## config.mk

```make
export PLATFORM = sky130hd
export DESIGN_NAME = word_serializer
export DESIGN_NICKNAME = d
export VERILOG_FILES = /design/src/rtl/serializer_pkg.sv /design/src/rtl/shiftloadreg.sv /design/src/rtl/word_serializer.sv
export SDC_FILE = /design/constraint.sdc
export NUM_CORES = 1
export LEC_CHECK = 0
export BUFFER_PORTS_ARGS = -buffer_cell sky130_fd_sc_hd__buf_4
export CORE_MARGIN = 2
export CORE_UTILIZATION = 53
export DETAILED_ROUTE_END_ITERATION = 10
export GPL_TIMING_DRIVEN = 0
export PLACE_DENSITY_LB_ADDON = 0.08
export SYNTH_ARGS = -nofsm -noshare
export SYNTH_HDL_FRONTEND = slang
export SYNTH_HIERARCHICAL = 1
export SYNTH_SLANG_ARGS = --single-unit
```

## constraint.sdc

```tcl
create_clock -name clk -period 2.25 [get_ports clk]
set_input_delay 0.1125 -clock clk [delete_from_list [all_inputs] [get_ports clk]]
set_output_delay 0.1125 -clock clk [all_outputs]
set_load 0.02 [all_outputs]
```

## src/rtl/serializer_pkg.sv

```systemverilog
// rtl/serializer_pkg.sv - shared state type and sizing helper for the word serializer
package serializer_pkg;

  typedef enum logic {IDLE, SHIFT} serstate_t;

  // Beat counter width; never narrower than one bit so NBEATS==1 still has a counter.
  function automatic int cnt_width(input int n);
    return ($clog2(n) < 1) ? 1 : $clog2(n);
  endfunction

endpackage

```

## src/rtl/shiftloadreg.sv

```systemverilog
// rtl/shiftloadreg.sv - parallel-load right-shift register, load wins over shift
module shiftloadreg #(
  parameter int WIDTH = 64,
  parameter int SHIFT = 8
) (
  input  logic             clk,
  input  logic             reset,
  input  logic             load,
  input  logic [WIDTH-1:0] load_data,
  input  logic             shift_en,
  output logic [SHIFT-1:0] low
);

  logic [WIDTH-1:0] data;

  always_ff @(posedge clk) begin
    if (reset) begin
      data <= '0;
    end else if (load) begin
      data <= load_data;
    end else if (shift_en) begin
      data <= data >> SHIFT;
    end
  end

  assign low = data[SHIFT-1:0];

endmodule

```

## src/rtl/word_serializer.sv

```systemverilog
// rtl/word_serializer.sv - parallel word in, LSB-first beats out on valid/ready handshakes
module word_serializer
  import serializer_pkg::*;
#(
  parameter int WIDTH = 64,
  parameter int BEAT  = 8
) (
  input  logic             clk,
  input  logic             reset,
  input  logic             Flush,
  input  logic             InValid,
  output logic             InReady,
  input  logic [WIDTH-1:0] InData,
  output logic             OutValid,
  input  logic             OutReady,
  output logic [BEAT-1:0]  OutData,
  output logic             OutLast,
  output logic             Busy
);

  localparam int NBEATS = WIDTH / BEAT;
  localparam int CW     = cnt_width(NBEATS);
  localparam logic [CW-1:0] LAST_BEAT = CW'(NBEATS - 1);

  if (WIDTH % BEAT != 0) begin : g_bad_width
    $error("word_serializer: WIDTH must be a multiple of BEAT");
  end

  serstate_t       state, state_next;
  logic [CW-1:0]   beat_cnt, beat_cnt_next;
  logic [BEAT-1:0] sh_low;
  logic            is_last, fire_out, capture, shift_en;

  assign is_last  = (beat_cnt == LAST_BEAT);
  assign OutValid = !reset && (state == SHIFT);
  assign Busy     = OutValid;
  assign OutLast  = OutValid && is_last;
  assign OutData  = OutValid ? sh_low : '0;
  assign fire_out = OutValid && OutReady;

  // Accept a new word on the last-beat edge so back-to-back words leave no bubble.
  assign InReady  = !reset && !Flush && ((state == IDLE) || (fire_out && is_last));
  assign capture  = InValid && InReady;
  assign shift_en = fire_out && !is_last && !Flush;

  shiftloadreg #(
    .WIDTH(WIDTH),
    .SHIFT(BEAT)
  ) u_shreg (
    .clk      (clk),
    .reset    (reset),
    .load     (capture),
    .load_data(InData),
    .shift_en (shift_en),
    .low      (sh_low)
  );

  always_ff @(posedge clk) begin
    if (reset) begin
      state    <= IDLE;
      beat_cnt <= '0;
    end else begin
      state    <= state_next;
      beat_cnt <= beat_cnt_next;
    end
  end

  always_comb begin
    state_next    = state;
    beat_cnt_next = beat_cnt;
    if (Flush) begin
      state_next    = IDLE;
      beat_cnt_next = '0;
    end else begin
      unique case (state)
        IDLE: begin
          if (capture) begin
            state_next    = SHIFT;
            beat_cnt_next = '0;
          end
        end
        SHIFT: begin
          if (fire_out) begin
            if (is_last) begin
              beat_cnt_next = '0;
              state_next    = capture ? SHIFT : IDLE;
            end else begin
              beat_cnt_next = beat_cnt + CW'(1);
            end
          end
        end
        default: begin
          state_next    = IDLE;
          beat_cnt_next = '0;
        end
      endcase
    end
  end

endmodule
```

==> results.ini <==
[cts]
cts_tree=built
path_clk_slew_ps=70
htreeDepth=3
clock-sinks=68
cts.path.max_buffers=2
cts-buffers-inserted=9
clk_latency_ps=330
root_buffer=clkbuf_8

[logic_synthesis]
avgSynthCellArea_sq_um=9.99
syn_inst=329
yosys_most_used_dff=dfxtp_1
yosysTopAreaCellShare_pct=41.4
syn_nets=400
ys_types=25
ys_ff_latch=68
yosys_warnings=6
synth_edf_count=0
yosysTopAreaCell=dfxtp_1
netlist_top_cells_area=dfxtp_1 41%, mux2i_1 17%, a211oi_1 13%, nor2b_1 11%, buf_6 3.1%
async_flop_share_pct=0
netlist_area_sq_um=3290
yosysSeqAreaShare_pct=41.4

[floorplan]
num_rows=28
die_area_sq_um=6850
die_h_um=82.7
ioPinCount=81
initial_utilization_pct=55.2
fp.dieW_um=82.7
core_sq_um=5960

[timing]
report.final.slew_viol_count=0
fin_skew_ps=6.01
fin_crit_ps=2010
tns_ps=0
post-route-period-util_pct=89.5
rsz0062_at_grt=no
clock.fmax_mhz=497
setup_viol=0
finalHoldViolCount=0
tightest_slew_ps=484
relSlewSlack_pct=67.7

[place]
gp_congestion=0.811
dpl.cell_count=484
portBuffers=80
hpwl_mm=5.43
dpl_cell_area_sq_um=3980

[global_routing]
grt_pass1_wl_mm=11.6
grt_pass1_vias=2433
grt_max_degree=12
antenna_found_initial=0
grtUsageTotal_pct=22.5
grt_overflow=0

[drt]
via_count=2659
ant_nets=0
first_pass_iters=4
wire_per_inst_um=14.7
wirelength_mm=7.35
drtIter0Drc=121
routed_via_density=5.33
post-route-drc-count=0

[final_layout]
insertedDiodeCount=0
drive_gt1_share_pct=29.2
fin_cells=499
area_growth_pct=26.9
final_area_sq_um=4170
final_cell_mix=92 x buf_4, 68 x dfxtp_1, 56 x mux2i_1, 56 x nor2b_1, 55 x a211oi_1
final_common_cell=buf_4
nNetsFinal=492

[job]
drv_cap=0

[power_and_ir_drop]
ir_drop_mv=0.469
pwr_density_cell_nw_per_um2=582
p_leak_nw=1.56

[worst_setup_path]
r2r-start=beat_cnt[0]
r2r_end=u_shreg/data[54]
worst-path-max-fanout=10
worst-setup-path-type=reg -> reg
arrival_ps=2260
cp-start-kind=flop
rrSetupSlack_ps=240
crit_path_end_kind=flop
worstPathRequired_ps=2490
reg2regPathDepth=10

[worst_hold_path]
min-delay-start=InData[62]
hold_class=in -> reg
min_path_cells=3
whs_endpoint=u_shreg/data[62]

[status]
status=complete, no violations

synth_stat cells (2+ instances only):
library cell,count
or3b_2,2
nand2_1,8
dfxtp_1,68
a21oi_1,11
buf_2,6
clkbuf_1,13
buf_4,9
or3b_1,6
mux2i_1,56
nor2_1,3
nand3_1,5
buf_6,9
and2_1,10
ha_1,2
nor2b_1,56
a211oi_1,56
critical path: stages, from the launching register on:
cell and delay [ps]:
dfxtp_1 360, ha_1 170, ha_2 210, a21boi_2 70
nor2_1 120, and2_1 160, buf_6 160, inv_1 60
clkbuf_4 190, buf_4 200, a211oi_1 230
through the flow:
stage | util, % | total power [mW] | setup slack (ps) | hold WS (ps)
after floorplan | - | 1.47 | 234 | 233
after global placement | 66.8 | 1.60 | 121 | 349
after detailed placement | 66.8 | 1.61 | 73.0 | 351
after CTS | 69.6 | 2.44 | 49.1 | 23.6
after global routing | 70.0 | 2.52 | 21.7 | 46.9
final | 70.0 | 2.43 | 237 | 33.3
layout make-up:
type | count | area (sq um)
Multi-Input combinational cell | 222 | 1680
Inverter | 1 | 3.75
Clock inverter | 3 | 15.0
Buffer | 38 | 264
Fill cell | 472 | 1790
Clock buffer | 11 | 141
Sequential cell | 68 | 1360
Tap cell | 75 | 93.8
Timing Repair Buffer | 81 | 611
metal layers:
metal  track usage (%)  part of all wire (%)
met1              30.2                    46
met4              7.87                   1.2
met2              36.9                    48
met5                 0                     0
met3              3.59                   4.6
worst max path at each step:
stage                 from               end  slack (ps)  cells past startpoint
6_report       beat_cnt[0]  u_shreg/data[54]         240                     10
3_5_place_dp   beat_cnt[0]  u_shreg/data[54]          70                     10
5_1_grt        beat_cnt[0]  u_shreg/data[30]          20                     10
2_1_floorplan  beat_cnt[0]  u_shreg/data[56]         230                      9
4_1_cts        beat_cnt[0]  u_shreg/data[40]          50                     10
3_3_place_gp   beat_cnt[0]  u_shreg/data[55]         120                     10
registers in the layout (all words and copies together) (netlist names):
| signal | cells |
|---|---|
| beat_cnt | 3 |
| state | 1 |
| u_shreg/data | 64 |
power by group:
part	switching, mW	internal [mW]	leakage (nW)	total (mW)
sequential	0.0350	1.26	0.555	1.30
clock	0.426	0.412	0.0848	0.838
combinational	0.121	0.171	0.916	0.292
total	0.582	1.85	1.56	2.43
cells by family after synthesis:
group | after synthesis | share of synthesized area (%)
adders and majority gates | 2 | 0.761
and+or+nand+nor | 96 | 18.3
AOI/OAI and AO/OA | 68 | 14.7
DFF | 68 | 41.4
muxes | 56 | 17.1
buffers and inverters | 39 | 7.77
what timing repair did:
action,in CTS,in global routing
hold buffers,1,0
resized for setup,0,12
hold endpoints to repair,1,0
buffers inserted,0,0
endpoints found under the setup margin,0,60
No activity file was read; power rests on OpenSTA's default activity.
